$ cat src/rtl/serial_mod_detector.sv
// Bit-serial divisibility detector: tracks the running value mod DIVISOR in MSB-first
// or LSB-first order, with frame restart, remainder readout and frame-length tracking.
module serial_mod_detector #(
  parameter  int DIVISOR = 5,
  parameter  int MAXLEN  = 32,
  localparam int RW      = $clog2(DIVISOR),
  localparam int LW      = $clog2(MAXLEN + 1)
) (
  input  logic          clk,
  input  logic          resetn,
  input  logic          in_valid,
  input  logic          in_sof,
  input  logic          din,
  input  logic          lsb_first,
  output logic [RW-1:0] rem_out,
  output logic          dout,
  output logic [LW-1:0] frame_len,
  output logic          len_ovf
);

  if (DIVISOR < 2 || DIVISOR > 255 || MAXLEN < 1) begin : g_bad_param
    $error("serial_mod_detector: DIVISOR must be 2..255 and MAXLEN >= 1");
  end

  localparam logic [RW:0]   DIV    = (RW+1)'(DIVISOR);
  localparam logic [RW-1:0] W_INIT = RW'(2 % DIVISOR);
  localparam logic [LW-1:0] MAXL   = LW'(MAXLEN);

  logic [RW-1:0] rem, w;
  logic          mode, started;
  logic [LW-1:0] len;
  logic          ovf;

  // Operands are both < DIVISOR, so one conditional subtract fully reduces the sum.
  function automatic logic [RW-1:0] mod_red(input logic [RW:0] s);
    return (s >= DIV) ? RW'(s - DIV) : s[RW-1:0];
  endfunction

  logic [RW:0] msb_sum, lsb_sum, w_dbl;
  logic        frame_start;

  always_comb begin
    msb_sum     = {rem, din};
    lsb_sum     = {1'b0, rem} + (din ? {1'b0, w} : '0);
    w_dbl       = {w, 1'b0};
    frame_start = in_valid & (in_sof | ~started);
  end

  always_ff @(posedge clk) begin
    if (!resetn) begin
      rem     <= '0;
      w       <= RW'(1);
      mode    <= 1'b0;
      started <= 1'b0;
      len     <= '0;
      ovf     <= 1'b0;
    end else if (frame_start) begin
      rem     <= RW'(din);
      w       <= W_INIT;
      mode    <= in_sof ? lsb_first : 1'b0;
      started <= 1'b1;
      len     <= LW'(1);
      ovf     <= 1'b0;
    end else if (in_valid) begin
      if (mode) begin
        rem <= mod_red(lsb_sum);
        w   <= mod_red(w_dbl);
      end else begin
        rem <= mod_red(msb_sum);
      end
      // Length saturates; the remainder keeps tracking past the limit.
      if (len == MAXL) ovf <= 1'b1;
      else             len <= len + LW'(1);
    end
  end

  assign rem_out   = rem;
  assign dout      = started & (rem == '0);
  assign frame_len = len;
  assign len_ovf   = ovf;

endmodule
$ cat config.mk
export PLATFORM = sky130hd
export DESIGN_NAME = serial_mod_detector
export DESIGN_NICKNAME = d
export VERILOG_FILES = /design/src/rtl/serial_mod_detector.sv
export SDC_FILE = /design/constraint.sdc
export NUM_CORES = 1
export LEC_CHECK = 0
export ABC_AREA = 1
export BUFFER_PORTS_ARGS = -buffer_cell sky130_fd_sc_hd__buf_2
export CAP_MARGIN = 5
export CORE_MARGIN = 2
export CORE_UTILIZATION = 40
export CTS_CLUSTER_DIAMETER = 120
export CTS_CLUSTER_SIZE = 25
export DETAILED_ROUTE_END_ITERATION = 7
export HOLD_SLACK_MARGIN = 0.1
export SLEW_MARGIN = 30
export SYNTH_ARGS = -nofsm -noshare
export SYNTH_HDL_FRONTEND = slang
export SYNTH_SLANG_ARGS = --single-unit
$ cat constraint.sdc
create_clock -name clk -period 3.2 [get_ports clk]
set_input_delay 0.32 -clock clk [delete_from_list [all_inputs] [get_ports clk]]
set_output_delay 0.32 -clock clk [all_outputs]
set_load 0.005 [all_outputs]
After elaboration in Yosys (flattened, before gate mapping):

Index checks and enable logic that the tools add are counted.
Widths: inputs -> output; s select.

* add/sub/neg operators: 5
* order comparisons: 3
* equal/unequal tests: 2
* muxes and demuxes: 14
* bitwise operators: 6
* reductions and logical operators: 9

Operators by type and width (count)
* $mux 3: 5
* $ge 4x3->1 const B: 3
* $reduce_and 2->1: 5
* $sub 3x3->3 const B: 3
* $add 6x1->6 const B: 1
* $eq 6x6->1 const B: 1
* $mux 1: 6
* $mux 2: 3
* $add 3x3->4: 1
* $reduce_bool 2->1: 2
* $logic_not 3->1: 1
* $not 1->1: 3
* $and 1x1->1: 2
* $ne 2x2->1 const B: 1
* $reduce_or 2->1: 1
* $or 1x1->1: 1

* bits in registers: 15
* input bits: 6
* output and inout port bits: 11

Longest topological paths before layout:

Gate-level depths: netlist of run 1.

* depth in word-level cells: 7
* depth in mapped cells: 15
* gate-level depth less buffers: 15

Worst setup path before layout of run 1:

Ideal clock, no wire load.

* path type: flip-flop to flip-flop
* start point: reg w[0]
* end point: reg rem[0] (netlist: rem_out[0])
* library setup time: 121 ps
* arrival: 1810 ps
* required time: 3079 ps
* setup slack: 1269 ps
* cell stages (with the launch flop): 15
* buffers on the path: 0
* cells stage by stage: dfxtp_1 > nand2_1 > inv_1 > ha_1 > fa_1 > inv_1 > ha_1 > nand2_1 > nand3_1 > nand2_1 > nand2_1 > nand3_1 > nand2_1 > nand2_1 > a21oi_2

* word-level cells in the longest chain between the ends: 7

RTL lines
* start: declaration: line 29 `logic [RW-1:0] rem, w;`
* start signal: assignment: line 67 `w <= mod_red(w_dbl);`
* $mux 3 (*): line 44 `lsb_sum = {1'b0, rem} + (din ? {1'b0, w} : '0);`
* $add 3x3->4 (*): line 44
* $ge 4x3->1 or $sub 3x3->3 (tied branches): line 36 `return (s >= DIV) ? RW'(s - DIV) : s[RW-1:0];`
* $mux 3 (*): line 36
* $mux 3 (*): line 65 `if (mode) begin`
* $mux 1 (*): line 64 `end else if (in_valid) begin`
* $mux 1 (*): line 57 `end else if (frame_start) begin`
* end signal: assignment: line 58 `rem <= RW'(din);`
* end signal: assignment: line 66 `rem <= mod_red(lsb_sum);`
* end signal: assignment: line 69 `rem <= mod_red(msb_sum);`
* end: declaration: line 29

Mark *: on every way between the ends. The rest lies on a longest branch, timed or not. The select of a mux whose other input is x is not followed.
A chain may end at the register's enable or synchronous reset.

Final worst setup path of run 1:

Same ends and word-level chain as after synthesis.

==> summary by stage, run 1 <==
Pwr
Power spread over the standard cell area amounts to roughly 340 nW/um^2. The switching power of the nets is around 120 uW. The part of the total power dissipated in sequential elements is 51.9%. The total internal power is approximately 280 uW. In this run, the clock network consumes between 20% and 30% of the power.

Net switching is 30.3% of the power. The worst voltage drop across the vdd grid is approximately 210 uV. Per report_power, the combinational group accounts for around a fifth of the total.

The static power due to leakage is around 0.00060 uW.

Final layout
The final antenna diode count is 0. Measured on the finished design, the core utilization comes to a little under half. The area added between synthesis and finish is 13.1%.

The filler-free cell count of the finished design is ~190. The filler cell count is between 200 and 300. The fraction of layout instances using a drive strength above 1 is about a fifth. At the end of the flow, the number of nets in the layout was between 150 and 200.

Synth
The synthesized netlist devotes roughly an eighth of its cell area to adder and majority cells. The portion of synthesized area spent on multiplexers is 0%. Synthesis produced 145 cells. The share of the Yosys chip area taken by registers is 28.9%. The post-synthesis share of cell area spent on xor and xnor gates is 2.53%.

Of the total synthesized cell area, the portion taken by AND, OR, NAND and NOR gates is a little under a third. The number of nets in the synthesized netlist is roughly 160. The synthesized design contains 15 register bits. The combined area of all synthesized cells is 1040 um^2. Yosys mapped the design onto 29 distinct sky130hd cell types. Summing the areas of all compound-gate instances in the mapped netlist gives approximately 14% of the synthesized area.

The combinational family with the most area after synthesis is simple AND/OR/NAND/NOR gates. The total of warnings raised by yosys is 0. A synthesized cell averages 7.16 um^2.

Global routing
Entering global routing, the biggest net connects 10 pins. The via count of the first global-routing pass is 882. Global routing used between 10% and 20% of the available tracks.

The initial antenna violation count is 0. The first global-routing pass estimated 3.71 mm of wire. The total overflow left after global routing is 0.

Critical path
The cell at the slowest stage of the critical path is fa_1. The critical-path maximum fanout is 5. The peak per-stage delay on the critical path is approximately 0.48 ns. The worst setup path is captured at a flop.

The internal reg-to-reg setup slack is around 1.1 ns. The type of the worst setup path is reg2reg. The worst setup path is launched from a flop. STA puts the critical path data required time at 3.38 ns. The dominant cell type by count on the critical path is nand2_1.

For the worst flop-to-flop path, the logic depth is 14. The data arrival at the endpoint of the critical path is about 2.3 ns. The signal on the critical path passes through nand2_1 > inv_1 > ha_1 > fa_1 > inv_1 > ha_1 > nand2_1 > nand3_1 > nand2_1 > nand2_1 > nand3_1 > nand2_1 > nand2_1 > a21oi_2.

STA
In the final timing run, aggregate negative setup slack is 0 ns. Timing would allow up to a little under 500 MHz. The number of slew-limit violations in the final report is 0.

The routed design could run at a clock period as short as 2.08 ns. The final setup violation count is 0. The final clock period utilization by the worst path is between 60% and 70%. Headroom to the max-slew limit came out at around four fifths. The worst path meets setup with 1.12 ns of slack. Setup repair after global routing left no endpoint under its margin.

The slew at the pin closest to its max-slew limit is slightly below 0.3 ns. The hold violation total from the final report came to 0. Clock skew on the completed layout was measured at approximately 0.0031 ns.

Routing
The detailed-route wire length is approximately 2.2 mm. For this block, the initial DRC count from the detailed router was 22. The number of iterations in the first detailed-routing pass is 4. The via density per instance is 5.06. In the final routed layout, each cell accounts on average for 11.5 um. The final antenna-violating net count is 0. Across all layers, the routed design uses 981 vias. The final routed DRC violation total is 0.

Clock tree
The clock network latency to the later pin of the worst-skew pair is approximately 0.29 ns. Counting along the longest clock path gives a buffer depth of 2. The CTS sink count is 15.

The hold buffer count at cts is 0. The clock-pin slew on the worst setup and hold paths is 0.08 ns. The post-cts resize count is 0. In this run the number of H-tree levels came out at 1. The post-CTS setup buffer count is 0. The CTS tree is done. The number of buffers added by the clock tree synthesis step is 3.

The root buffer cell chosen for the clock tree is clkbuf_4.

Status
The run finished with clean final reports.

Floorplan
The vertical die dimension is about 55 um. The die area is about 3000 um^2. For this design the top-level I/O count stands at 17. Measured along the x axis, the die boundary spans approximately 55 um.

The initial utilization of the core area, before any placement, comes to approximately two fifths. Row generation in the floorplan step produced 18 rows. The total core area is roughly 2500 um^2.

Place
The number of placed instances, taps included is between 150 and 200. The half-perimeter wire length after placement is ~1.8 mm. The setup slack at placement is 1.01 ns. During placement, the flow inserted port buffers numbering 16. Routability-driven placement finished with a final weighted congestion of around 0.88.

Min path
The number of instances on the worst hold path is 2. The class of the tightest hold or removal check is in2reg.

Flow run
The tool flagged a number of max-cap violations equal to 0.
==> critical path, delay by kind of cell, from the launching register on <==
family	cells	cell delay, ns
compound gates	1	0.05
flops	1	0.36
simple gates	8	0.57
fa+ha+maj	3	0.89
buf+inv	2	0.10
==> logic make-up after synthesis <==
| kind of cell | after synthesis |
|---|---|
| AOI/OAI and AO/OA | 26 |
| xor gates and xnor gates | 3 |
| adders and majority gates | 10 |
| buffers and inverters | 28 |
| DFF | 15 |
| and+or+nand+nor | 63 |
==> state kept, by name (all words and copies together), names as in the netlist <==
name	cells
frame_len	6
len_ovf	1
mode	1
rem_out	3
started	1
w	3
==> placed cells by master (no fill, tap or decap), types with 3 or more instances in the layout <==
| cell | count |
|---|---|
| ha_1 | 9 |
| xor2_1 | 3 |
| inv_2 | 3 |
| nand4_1 | 4 |
| clkbuf_4 | 3 |
| nor2_1 | 7 |
| o21ai_0 | 9 |
| dfxtp_1 | 15 |
| inv_1 | 24 |
| nand2_1 | 32 |
| nand3_1 | 7 |
| buf_2 | 16 |
| a21oi_1 | 11 |
==> final timing paths <==
| check | end | startpoint |
|---|---|---|
| hold / removal | w[0] | resetn |
| setup / recovery | rem_out[0] | w[0] |
| hold reg to reg | len_ovf | len_ovf |
| setup reg to reg | rem_out[0] | w[0] |
==> cell type report <==
| cell class | count | area, um^2 | share of cell area, % |
|---|---|---|---|
| clock buffer | 4 | 26.3 | 2.24 |
| timing repair buffer | 16 | 80.1 | 6.82 |
| inverter | 27 | 101 | 8.63 |
| sequential | 15 | 300 | 25.6 |
| multi-input combinational | 102 | 629 | 53.6 |
| tap | 30 | 37.5 | 3.19 |
==> metrics by stage <==
stage | cell area [um^2] | total power [uW] | hold WS [ns]
finish | 1170 | 396 | 0.272
global route | 1170 | 428 | 0.283
CTS | 1170 | 402 | 0.269
detailed placement | 1150 | 292 | 0.464
global placement | 1150 | 290 | 0.449
floorplan | 1040 | 269 | 0.422
==> power groups by stage <==
stage	clock network, uW	logic [uW]	registers (uW)
3_3_place_gp	0	80.6	209
3_5_place_dp	0	82.6	210
6_report	108	82.3	205
2_1_floorplan	0	61.4	207
4_1_cts	114	83.1	205
5_1_grt	125	95.5	207
==> metal layers <==
layer | vias to the layer above | wire (um) | GRT usage (%)
li1 | 516 | - | -
met1 | 437 | 1050 | 20.1
met2 | 23 | 1030 | 30.2
met3 | 5 | 118 | 5.38
met4 | 0 | 32 | 6.91
met5 | - | 0 | 0
==> synthesized netlist by cell type (all sizes together) <==
master  number  area share, %
a31oi        2            1.2
nor3b        1            1.2
nor4         1           0.60
fa           1            1.9
ha           9             11
xor2         3            2.5
o211ai       1           0.72
nor2         8            3.6
nand3        7            3.4
or2          2            1.4
nor3         3            2.5
a22oi        1           0.72
o21ai        9            4.3
nand2       35             14
nand4        5            3.6
a21oi       12            6.1
o311ai       1           0.84
buf          1           0.72
and2         1           0.60
dfxtp       15             29
inv         27            9.8
No activity file was read; power rests on OpenSTA's default activity.
==> run 2: changes to the inputs <==
- clock period: 3.2 -> 1.9 ns (I/O delays scaled with it)
==> summary by stage, run 2 (synthesized netlist as in run 1, its figures left out) <==
Status
Outcome: complete, but fails checks (was completed). The checks that failed: negative setup slack.

Global routing
The initial antenna violation count is 0 (unchanged). The via count of the first global-routing pass is 906 (was 882). The overall fraction of global-route tracks in use is 18.4% (was 17.5%). The global-route congestion overflow total is 0 (unchanged).

The largest net degree at the start of global routing was 10 (unchanged). The global-route wire length before repair is 3.93 mm (was 3.71 mm).

Routing
The routed length per placed instance is 12.4 um (was 11.5 um). The number of iterations in the first detailed-routing pass came to 4 (unchanged). The number of DRC markers in iteration 0 is 21 (was 22). The final antenna-violating net count is 0 (unchanged). The via density per instance is 5.14 (was 5.06). The detailed-route wire length is 2.57 mm (was 2.23 mm). The via count is 1063 (was 981).

The final routed DRC violation total came to 0 (unchanged).

Place
The final estimated routing congestion in global placement came to 0.802 (was 0.878). The number of placed instances, taps included came to 197 (was 190). The half-perimeter wire length after placement is 1.87 mm (was 1.77 mm). The quantity of I/O buffers inserted on ports was 16 (unchanged).

Clock tree
The number of H-tree levels came to 1 (unchanged). The CTS sink count is 15 (unchanged). The number of buffers added by the clock tree synthesis step is 3 (unchanged). The clock tree root driver cell is clkbuf_4 (unchanged). The clock-pin slew on the worst setup and hold paths is 0.10 ns (was 0.08 ns). The CTS tree is done (unchanged).

The clock network latency to the later pin of the worst-skew pair is 0.29 ns (about the same). The maximum number of buffers from clock root to sink is 2 (unchanged).

Floorplan
The count of boundary I/O pins is 17 (unchanged). The width of the die came to 55.0 um (unchanged). The count of standard-cell rows came to 18 (unchanged).

The die area is 3020 um^2 (unchanged). The vertical die dimension is 55.0 um (unchanged). The total core area is 2480 um^2 (unchanged). The starting utilization of the core area is 41.9% (unchanged).

Pwr
The switching power of the nets is 248 uW (was 120 uW). The part of the total power dissipated in sequential elements is 44.8% (was 51.9%). The total internal power is 511 uW (was 276 uW). The worst voltage drop across the vdd grid is 350 uV (was 208 uV). The ratio of total power to cell area is 569 nW/um^2 (was 337 nW/um^2).

The power share of the combinational group is 29.7% (was 20.8%). The clock network fraction of total power is 25.5% (was 27.3%). The switching portion of total power came to 32.7% (was 30.3%).

The static power due to leakage is 0.000664 uW (was 0.000596 uW).

Flow run
The max-capacitance violation count is 0 (unchanged).

Critical path
The data arrival at the endpoint of the critical path is 2.26 ns (about the same). The type of element capturing the critical path is a flop (unchanged). The required time reported for the critical path endpoint is 2.14 ns (was 3.38 ns). The critical-path maximum fanout is 3 (was 5). The type of the worst setup path is reg2reg (unchanged).

The startpoint kind of the worst setup timing path is a flop (unchanged).

Min path
The class of the tightest hold or removal check is in2reg (unchanged).

STA
The slew at the pin closest to its max-slew limit is 0.362 ns (was 0.292 ns). The final clock period utilization by the worst path was 106% (was 65.1%). The hold violation total from the final report is 0 (unchanged). The number of slew-limit violations in the final report is 0 (unchanged). The final setup violation count is 3 (was 0).

RSZ-0062 raised after global routing: yes (was no). The worst max-slew margin expressed relative to the limit is 75.6% (was 80.3%). The final worst clock skew is 0.00285 ns (was 0.00313 ns). The worst setup margin came to -0.119 ns (was 1.12 ns).

The final period demand of the worst path is 2.02 ns (was 2.08 ns). The maximum achievable frequency came to 495 MHz (was 480 MHz).

Final layout
The number of flip-flops under the largest register name is 6 (unchanged). The fraction of layout instances using a drive strength above 1 is 33.3% (was 18.9%). The area added between synthesis and finish is 28.4% (was 13.1%). The net total in the final layout is 194 (was 181). The most common cell after layout, fill and taps aside was nand2_1 (unchanged). Most frequent cells in the layout: 27 x nand2_1, 22 x inv_1, 16 x buf_2 (was 32 x nand2_1, 24 x inv_1, 16 x buf_2). The final antenna diode count is 0 (unchanged). The final core utilization is 53.8% (was 47.4%). The filler-free cell count of the finished design is 207 (was 194).
-- run 2: cell count changes in the layout (fill, tap and decap cells not counted), moves of 3 or more --
cell and delta:
ha_1 -3, nand2_2 +5, buf_4 +12, nand2_1 -5
-- run 2: critical path, stage by stage (launching register included) --
cell and delay (ns):
dfxtp_2 0.34, nand2_1 0.05, inv_1 0.04, ha_2 0.17
fa_1 0.49, inv_2 0.07, ha_4 0.16, inv_2 0.04
nand2_2 0.04, nand3_2 0.07, nand2_2 0.09, nand2_2 0.07
nand3_2 0.08, nand2_2 0.08, nand2_2 0.05, a21oi_2 0.12
-- run 2: routing by layer --
layer / up-vias / part of all wire, % / global-route usage [%]
met5: - / 0 / 0
met4: 0 / 1.5 / 3.66
met3: 4 / 5.6 / 4.84
met2: 39 / 50 / 34.7
met1: 481 / 43 / 20.7
li1: 539 / - / -
-- run 2: cell type report --
class                           count  area (um^2)
Multi-Input combinational cell    102          684
Clock buffer                        3         22.5
Sequential cell                    15          302
Inverter                           27          101
Clock inverter                      1         5.00
Tap cell                           30         37.5
Timing Repair Buffer               29          181
Fill cell                         245         1140
-- run 2: stage by stage --
step | cell area (um^2) | TNS (ns) | hold WS [ns] | total power [uW] | setup WS, ns
floorplan | 1040 | 0 | 0.292 | 454 | 0.00563
global placement | 1210 | -0.154 | 0.447 | 509 | -0.106
detailed placement | 1210 | -0.333 | 0.454 | 514 | -0.186
CTS | 1300 | -0.195 | 0.142 | 738 | -0.0908
global route | 1330 | -0.563 | 0.150 | 797 | -0.216
finish | 1330 | -0.283 | 0.150 | 759 | -0.119
-- run 2: path summary, 6_finish.rpt --
check / from / end / slack, ns / cells past startpoint
max: w[0] / rem_out[0] / -0.12 / 15
min: lsb_first / mode / 0.15 / 3
max reg2reg: w[0] / rem_out[0] / -0.12 / 15
min reg2reg: len_ovf / len_ovf / 0.48 / 2
-- run 2: what timing repair did --
| item | 4_1_cts | 5_1_grt |
|---|---|---|
| setup endpoints to repair | 3 | 3 |
| resized for setup | 12 | 5 |
| hold buffers | 0 | 0 |
| setup buffers | 4 | 2 |
| pin swaps | 6 | 8 |
-- run 2: power by group through the flow --
stage / Combinational [uW] / Clock [uW] / Sequential (uW)
after floorplan: 105 / 0 / 349
after global placement: 162 / 0 / 347
after detailed placement: 167 / 0 / 346
after CTS: 201 / 197 / 340
after global routing: 246 / 209 / 342
final: 225 / 194 / 340
==> run 3: changes to the inputs <==
- ABC_AREA: 1 -> not set
==> summary by stage, run 3 <==
Final layout
The area added between synthesis and finish is 28.5% (was 28.4%). The most common cell after layout, fill and taps aside is buf_2 (was nand2_1). Most frequent cells in the layout: 16 x buf_2, 14 x dfxtp_1, 12 x buf_4 (was 27 x nand2_1, 22 x inv_1, 16 x buf_2). The fraction of layout instances using a drive strength above 1 came to 29.2% (was 33.3%). The final antenna diode count is 0 (unchanged). The net total in the final layout was 161 (was 194).

The final core utilization is 55.1% (was 53.8%). The number of flip-flops under the largest register name came to 6 (unchanged). The final cell area excluding filler cells came to 1230 um^2 (was 1330 um^2).

Clock tree
The clock-pin slew on the worst setup and hold paths is 0.09 ns (was 0.10 ns). The clock tree root driver cell was clkbuf_4 (unchanged). The hold buffer count at cts is 0 (unchanged). The CTS tree was done (unchanged). The clock network latency to the later pin of the worst-skew pair came to 0.29 ns (about the same). The CTS sink count is 15 (unchanged). The number of buffers added by the clock tree synthesis step was 3 (unchanged). The maximum number of buffers from clock root to sink is 2 (unchanged). The number of H-tree levels came to 1 (unchanged).

Flow run
The max-capacitance violation count was 0 (unchanged).

STA
The worst setup margin is -0.381 ns (was -0.119 ns). The slew at the pin closest to its max-slew limit is 0.465 ns (was 0.362 ns). The maximum achievable frequency is 438 MHz (was 495 MHz). The final period demand of the worst path is 2.28 ns (was 2.02 ns). The final worst clock skew is 0.00486 ns (was 0.00285 ns).

The final clock period utilization by the worst path is 120% (was 106%). The worst max-slew margin expressed relative to the limit is 68.7% (was 75.6%). The hold violation total from the final report is 0 (unchanged). RSZ-0062 raised after global routing: yes (unchanged). The final setup violation count came to 3 (unchanged).

The number of slew-limit violations in the final report was 0 (unchanged).

Synth
Top cells by instance count after synthesis: 15 x dfxtp_1, 10 x a21oi_1, 10 x nand2_1 (was 32 x nand2_1, 24 x inv_1, 15 x dfxtp_1). The prevailing post-synth register cell is dfxtp_1 (unchanged). The flop and latch count out of synthesis is 15 (unchanged). The combined area of all synthesized cells is 958 um^2 (was 1040 um^2). The number of enable-type register cells in the synthesized netlist came to 0 (unchanged). The total of warnings raised by yosys came to 0 (unchanged).

The synthesized instance count is 116 (was 145). The top-area cell type share of the netlist area came to 31.3% (was 28.9%). The average footprint of a synthesized cell is 8.26 um^2 (was 7.16 um^2).

The register area share after synthesis came to 31.3% (was 28.9%). The dominant cell by count in the synthesized netlist is dfxtp_1 (was nand2_1). The share of synthesized flip-flops with an asynchronous set or reset is 0% (unchanged).

The synthesized net count is 132 (was 161). The post-synthesis cell type with the largest combined area is dfxtp_1 (unchanged). Leading post-synthesis cells by cell area: dfxtp_1 31%, ha_1 12%, a21oi_1 5.2% (was dfxtp_1 29%, nand2_1 12%, ha_1 11%). The count of cell types in the netlist is 33 (was 29).

Floorplan
The die area is 2800 um^2 (was 3020 um^2). The count of standard-cell rows is 17 (was 18). The total core area is 2230 um^2 (was 2480 um^2).

The count of boundary I/O pins is 17 (unchanged). The width of the die is 53.0 um (was 55.0 um). The vertical die dimension is 53.0 um (was 55.0 um).

The starting utilization of the core area was 42.9% (was 41.9%).

Place
The half-perimeter wire length after placement is 1.66 mm (was 1.87 mm). The final estimated routing congestion in global placement is 0.812 (was 0.802). The quantity of I/O buffers inserted on ports was 16 (unchanged).

The placed instance area is 1170 um^2 (was 1210 um^2).

Global routing
The global-route congestion overflow total came to 0 (unchanged). The initial antenna violation count is 0 (unchanged). The global-route wire length before repair was 4.00 mm (was 3.93 mm). The overall fraction of global-route tracks in use is 19.6% (was 18.4%). The largest net degree at the start of global routing came to 20 (was 10).

The via count of the first global-routing pass is 865 (was 906).

Critical path
The startpoint kind of the worst setup timing path was a flop (unchanged). The critical-path maximum fanout was 2 (was 3). The required time reported for the critical path endpoint is 2.09 ns (was 2.14 ns). The type of element capturing the critical path was a flop (unchanged). The startpoint of the most critical register-to-register path is w[0] (unchanged).

The data arrival at the endpoint of the critical path is 2.47 ns (was 2.26 ns). The type of the worst setup path is reg2reg (unchanged). The startpoint of the most critical setup path is w[0] (unchanged).

Routing
The final routed DRC violation total was 0 (unchanged). The final antenna-violating net count is 0 (unchanged). The routed length per placed instance was 13.4 um (was 12.4 um).

The number of DRC markers in iteration 0 was 14 (was 21). The via density per instance is 5.34 (was 5.14). The number of iterations in the first detailed-routing pass was 4 (unchanged).

The via count was 919 (was 1063). The detailed-route wire length was 2.30 mm (was 2.57 mm).

Status
Outcome: complete, but fails checks (unchanged). Violated checks: negative setup slack (unchanged).

Pwr
The total power is 701 uW (was 759 uW). The static power due to leakage is 0.000554 uW (was 0.000664 uW). The ratio of total power to cell area was 570 nW/um^2 (was 569 nW/um^2). The worst voltage drop across the vdd grid came to 411 uV (was 350 uV).

Min path
The class of the tightest hold or removal check is in2reg (unchanged). The startpoint of the lowest-slack hold path is resetn (was lsb_first).
==> run 3: cell types whose count changed in the layout (fill, tap and decap cells not counted), sizes merged, moves of 2 or more <==
cell,previous run,this run
nor2b,0,6
or2,2,0
nand2,35,10
nand3,7,3
nand2b,0,3
and2,1,3
a21oi,12,10
o21ai,9,6
nand4,5,3
mux2i,0,4
xnor2,0,3
inv,27,9
==> run 3: area by class of cell <==
type                    count  area (um^2)
fillers                   220         1000
multi-input cells          88          663
flip-flops and latches     15          302
repair buffers             28          170
well taps                  28         35.0
inverters                   9         33.8
clock buffers               3         22.5
clock inverters             1         5.00
==> run 3: where the power goes <==
group	internal [uW]	leakage [uW]	total (uW)	switching [uW]
clock network	78.4	0.0000177	193	115
registers	326	0.000122	338	12.6
logic	85.5	0.000414	170	84.5
==> run 3: critical path: stages (launching register included) <==
cell and delay [ns]:
dfxtp_2 0.33, and2_4 0.13, ha_4 0.16, fa_1 0.54
inv_2 0.07, ha_4 0.15, nand2b_4 0.14, a221oi_4 0.25
mux2i_1 0.22, and2_1 0.14, o21ai_1 0.05
==> run 3: logic make-up after synthesis <==
group / count (synthesis) / synth area share, %
buffers and inverters: 13 / 5.09
muxes: 4 / 4.18
and+or+nand+nor: 43 / 23.5
DFF: 15 / 31.3
xor gates and xnor gates: 6 / 5.48
adders and majority gates: 10 / 13.8
AOI/OAI and AO/OA: 25 / 16.6
==> run 3: final timing paths <==
path           endpoint  slack [ns]  depth (start not counted)
max          rem_out[1]       -0.38                         10
min                w[0]        0.16                          2
max reg2reg  rem_out[1]       -0.38                         10
min reg2reg     len_ovf        0.48                          2
==> run 3: per-layer routing <==
layer	global-route usage (%)	wire length, um	share of wire, %	up-vias
met2	28.3	1050	46	18
met1	27.1	1100	48	438
li1	-	-	-	457
met5	0	0	0	-
met4	11.1	53	2.3	0
met3	3.39	96	4.2	6
==> run 3: what timing repair did <==
item	4_1_cts	5_1_grt
setup endpoints to repair	3	3
cloned	0	0
resized for setup	5	2
pin swaps	3	5
buffers inserted	0	1
==> run 3: through the flow <==
step / hold WS [ns] / setup TNS (ns) / worst slack [ns] / cells
finish: 0.158 / -0.848 / -0.381 / 172
CTS: 0.155 / -1.06 / -0.445 / 171
floorplan: 0.386 / -0.598 / -0.321 / 116
global route: 0.170 / -1.21 / -0.455 / 172
detailed placement: 0.459 / -1.06 / -0.448 / 167
global placement: 0.444 / -0.868 / -0.395 / 167
